## src/rtl/ram_rr_arbiter.sv

```systemverilog
// ram_rr_arbiter
// Shares one single-port synchronous RAM between two requesters, A and B.
// Each cycle at most one access goes to the RAM. The grant is combinational in
// the request cycle and uses round-robin, or fixed priority to A when
// FIXED_PRIO=1. Read data comes back one cycle after the grant and is tagged
// with a per-requester rvalid.
//
// Ports
//   clk, rst                 clock and synchronous active-high reset
//   a_req/a_we/a_addr/a_wdata  requester A access (held until a_ack)
//   a_ack                    A access issued to the RAM this cycle
//   a_rvalid/a_rdata         A read result (one cycle after the grant)
//   b_*                      the same set for requester B
//   ram_en/ram_we/ram_addr/ram_di  RAM command
//   ram_do                   RAM registered read data
module ram_rr_arbiter #(
  parameter int DATA_WIDTH = 8,
  parameter int DEPTH_LOG2 = 4,
  parameter int FIXED_PRIO = 0
) (
  input  logic                  clk,
  input  logic                  rst,
  input  logic                  a_req,
  input  logic                  a_we,
  input  logic [DEPTH_LOG2-1:0] a_addr,
  input  logic [DATA_WIDTH-1:0] a_wdata,
  output logic                  a_ack,
  output logic                  a_rvalid,
  output logic [DATA_WIDTH-1:0] a_rdata,
  input  logic                  b_req,
  input  logic                  b_we,
  input  logic [DEPTH_LOG2-1:0] b_addr,
  input  logic [DATA_WIDTH-1:0] b_wdata,
  output logic                  b_ack,
  output logic                  b_rvalid,
  output logic [DATA_WIDTH-1:0] b_rdata,
  output logic                  ram_en,
  output logic                  ram_we,
  output logic [DEPTH_LOG2-1:0] ram_addr,
  output logic [DATA_WIDTH-1:0] ram_di,
  input  logic [DATA_WIDTH-1:0] ram_do
);

  typedef enum logic {
    PRIO_A = 1'b0,
    PRIO_B = 1'b1
  } prio_e;

  prio_e prio_q, prio_d;
  logic  rd_a_q, rd_a_d;
  logic  rd_b_q, rd_b_d;
  logic  gnt_a, gnt_b;

  // Grant decision; requests are ignored entirely while in reset.
  always_comb begin
    gnt_a = 1'b0;
    gnt_b = 1'b0;
    if (!rst) begin
      if (a_req && b_req) begin
        if (FIXED_PRIO != 0 || prio_q == PRIO_A) begin
          gnt_a = 1'b1;
        end else begin
          gnt_b = 1'b1;
        end
      end else begin
        gnt_a = a_req;
        gnt_b = b_req;
      end
    end
  end

  // Favour the other requester after each grant; hold when idle.
  always_comb begin
    prio_d = prio_q;
    if (FIXED_PRIO == 0) begin
      if (gnt_a) begin
        prio_d = PRIO_B;
      end else if (gnt_b) begin
        prio_d = PRIO_A;
      end
    end
  end

  assign rd_a_d = gnt_a & ~a_we;
  assign rd_b_d = gnt_b & ~b_we;

  always_ff @(posedge clk) begin
    if (rst) begin
      prio_q <= PRIO_A;
      rd_a_q <= 1'b0;
      rd_b_q <= 1'b0;
    end else begin
      prio_q <= prio_d;
      rd_a_q <= rd_a_d;
      rd_b_q <= rd_b_d;
    end
  end

  assign a_ack    = gnt_a;
  assign b_ack    = gnt_b;
  assign ram_en   = gnt_a | gnt_b;
  assign ram_we   = (gnt_a & a_we) | (gnt_b & b_we);
  assign ram_addr = gnt_b ? b_addr  : a_addr;
  assign ram_di   = gnt_b ? b_wdata : a_wdata;

  // Masking with rst drops the result of a read granted just before reset.
  assign a_rvalid = rd_a_q & ~rst;
  assign b_rvalid = rd_b_q & ~rst;
  assign a_rdata  = ram_do;
  assign b_rdata  = ram_do;

endmodule

```

## config.mk

```make
export PLATFORM = sky130hd
export DESIGN_NAME = ram_rr_arbiter
export DESIGN_NICKNAME = d
export VERILOG_FILES = /design/src/rtl/ram_rr_arbiter.sv
export SDC_FILE = /design/constraint.sdc
export NUM_CORES = 1
export LEC_CHECK = 0
export CORE_MARGIN = 4
export CORE_UTILIZATION = 22
export DETAILED_ROUTE_END_ITERATION = 8
export HOLD_SLACK_MARGIN = 0.06
export PLACE_DENSITY_LB_ADDON = 0.3
export SLEW_MARGIN = 20
export SYNTH_ARGS = -nofsm -noshare
export SYNTH_HDL_FRONTEND = slang
export SYNTH_SLANG_ARGS = --single-unit
```

## constraint.sdc

```tcl
create_clock -name clk -period 1.69 [get_ports clk]
set_input_delay 0.338 -clock clk [delete_from_list [all_inputs] [get_ports clk]]
set_output_delay 0.338 -clock clk [all_outputs]
set_load 0.05 [all_outputs]
```

==> results of run 1 <==
[cells by family after synthesis]
group,count (synthesis)
DFF,3
AOI/OAI and AO/OA,2
muxes,12
buffers and inverters,18
and+or+nand+nor,14
[routing by layer]
metal,vias to the layer above,share of wire,track usage,wire length (um)
li1,234,-,-,-
met1,216,0.30,0.08717,445
met2,29,0.55,0.2117,821
met3,6,0.14,0.06371,213
met4,0,0.0094,0.06383,14
met5,-,0,0,0
[repair_timing]
item	CTS	global route
cloned	1	0
setup buffers	2	0
resized for setup	22	4
endpoints found under the setup margin	16	14
hold buffers	0	0
[worst paths after layout]
path	from	to	depth (start not counted)
min reg2reg	prio_q$_SDFFE_PP0P_	prio_q$_SDFFE_PP0P_	3
min	b_req	rd_b_q$_SDFF_PP0_	4
max	prio_q$_SDFFE_PP0P_	ram_di[6]	4
max reg2reg	prio_q$_SDFFE_PP0P_	rd_b_q$_SDFF_PP0_	4
[cells in the final DEF, fill, tap and decap left out, types with 2 or more instances in the layout]
cell / netlist / layout
clkdlybuf4s50_1: 0 / 26
mux2_4: 8 / 12
buf_6: 1 / 11
buf_4: 16 / 7
buf_12: 0 / 6
nor2_1: 4 / 4
clkbuf_4: 0 / 3
nand2_1: 2 / 2
nand3b_4: 1 / 2
nand3_1: 2 / 2
nor2b_1: 2 / 2
dfxtp_1: 3 / 2
[critical path, cell delays in order, from the launching register on]
cell	delay (ns)
dfxtp_2	0.32
nand2b_4	0.15
nand3b_4	0.16
mux2_4	0.35
buf_8	0.15
[power groups by stage]
stage / registers (mW) / logic (mW) / clock network (mW)
6_report: 0.0762 / 0.347 / 0.126
5_1_grt: 0.0764 / 0.363 / 0.147
4_1_cts: 0.0761 / 0.346 / 0.135
3_5_place_dp: 0.0772 / 0.315 / 0
3_3_place_gp: 0.0771 / 0.311 / 0
2_1_floorplan: 0.0769 / 0.269 / 0
[layout make-up]
cell class | instances | area share
Multi-Input combinational cell | 29 | 0.2976
Sequential cell | 3 | 0.05976
Tap cell | 27 | 0.03293
Clock buffer | 4 | 0.02561
Inverter | 1 | 0.003659
Timing Repair Buffer | 54 | 0.5805
[state kept, by name, summed over array words and instances (netlist names)]
name	cells
rd_b_q	1
rd_a_q	1
prio_q	1
==> results by group, run 1 <==
Timing
  – Slew margin rel.: 0.8612
  – Setup TNS: -0.07323 ns
  – Fin. max-slew vios: 0
  – Slew @ Worst Pin: 0.2078 ns
  – Final setup violation count: 7
  – Period utilization: 1.009
  – RSZ-0062 raised after global routing: true
  – Hold Violations, Final: 0
  – Fin crit period: 1.705 ns
  – Post-route setup slack: -0.01506 ns
  – Fmax: 586.5 MHz
  – Hold_ws: 0.6088 ns
  – Clk_skew: 0.006231 ns

Synth
  – Area share of fa/ha/maj cells after synthesis: 0
  – EDFF count, synth: 0
  – Most frequent cell after synthesis: buf_4
  – Library cells used by synthesis: 15
  – Net Count, Synth: 87
  – Post-synthesis mux area share: 0.3577
  – Syn. warnings: 0
  – Netlist Area Pre-Place: 461.7 sq um
  – Sequential share of the synthesized area: 0.1301
  – Largest family of logic cells by synthesized area: multiplexers
  – Post-Synth XOR/XNOR Area: 0
  – Post-synth ARST share: 0
  – Mean Syn Cell Area: 9.422 sq um
  – FF+latch count, synth: 3
  – Synth Area in Simple Gates: 0.1978
  – Share of the synthesized area in the top cell type: 0.2602
  – Dominant cells by area after synthesis: buf_4, mux2_4, dfxtp_1
  – Synth cell count leaders: buf_4, mux2_4, mux2_2, nor2_1, dfxtp_1
  – Ys flop type: dfxtp_1
  – Leading area contributor after synthesis: buf_4
  – Compound-gate portion of the synthesized area: 0.02168
  – Mapped Cells: 49

Global route
  – Largest net degree at the start of global routing: 8
  – Grt total ovfl: 0
  – Initial antenna violation count: 0
  – First-pass GRT wire length: 2242 um
  – Gr usage total: 0.1121
  – Vias in the first global route: 549

Pwr
  – Share of power burned in registers: 0.139
  – Clock Power Share: 0.230
  – Total internal power: 0.3446 mW
  – PD cells: 535.8 mW/mm^2
  – Overall Power: 0.5497 mW
  – Sw frac: 0.3731
  – VDD IR max: 0.0002803 V
  – Leakage: 0.4947 nW
  – Net Switching: 0.2051 mW
  – Combinational fraction of design power: 0.632

Place
  – Number of port buffers: 47
  – Setup WS pre-CTS: -0.3697 ns
  – Inst Count DP: 111
  – Gpl congestion: 0.6763
  – Placed cell areas: 902.1 sq um
  – HPWL Detailed: 1168 um

Final layout
  – Finished Cell Area: 0.001026 sq mm
  – P&R area growth vs syn: 122.2%
  – Post-route insts no fill: 118
  – FF/Latch Area: 61.31 sq um
  – Util after Layout: 0.5177
  – Multi-input logic area: 305.3 sq um
  – # diodes: 0
  – Fin nets: 130
  – Fillers: 193
  – Layout cells sized above 1: 0.5055

Critical path
  – Max FO, Critical Path: 7
  – CP Class: reg -> out
  – Critical Path RT: 1.35 ns
  – Setup crit start kind: flop
  – Crit path capture type: output pin
  – FF-to-FF setup slack: 0.77 ns
  – CP arrival: 1.37 ns

Job
  – MaxCap Viol Count: 0

Die
  – Die X: 53.81 um
  – Total core area: 0.001982 sq mm
  – Chip height: 53.81 um
  – Die ar.: 0.002896 sq mm
  – Starting density of the core: 0.2330
  – Number of I/O pins: 72
  – Rows: 16

Routing
  – Post-DR vias/cell: 4.110
  – Avg WL per Cell: 12.65 um
  – WL final: 1493 um
  – Residual DRC count: 0
  – DR iter-0 viols: 1
  – Vias: 485
  – Post-route ant nets: 0
  – TritonRoute pass-1 iters: 2

Status
  – Violated checks: negative setup slack
  – Status: finished with violations

Clock network
  – Worst-path clk slew: 0.04 ns
  – Worst-Skew Late Latency: 0.23 ns
  – CTS H-Tree Depth: 1
  – Clock Tree Buf Depth: 2
  – Clock sinks: 3
  – CTS buffer count: 3
  – CTS tree: done
  – Root buffer cell: clkbuf_4

Min path
  – Hold Crit Class: in -> reg
(Power assumes the default switching activity.)
==> inputs of run 2 (changes only) <==
--- a/config.mk
+++ b/config.mk
@@ -7,9 +7,11 @@
 export LEC_CHECK = 0
 export CORE_MARGIN = 4
 export CORE_UTILIZATION = 22
+export CTS_CLUSTER_DIAMETER = 100
 export DETAILED_ROUTE_END_ITERATION = 8
 export HOLD_SLACK_MARGIN = 0.06
 export PLACE_DENSITY_LB_ADDON = 0.3
+export RECOVER_POWER = 50
 export SLEW_MARGIN = 20
 export SYNTH_ARGS = -nofsm -noshare
 export SYNTH_HDL_FRONTEND = slang
==> results of run 2 <==
The final DEF is identical to that of run 1; final timing and power are the same.
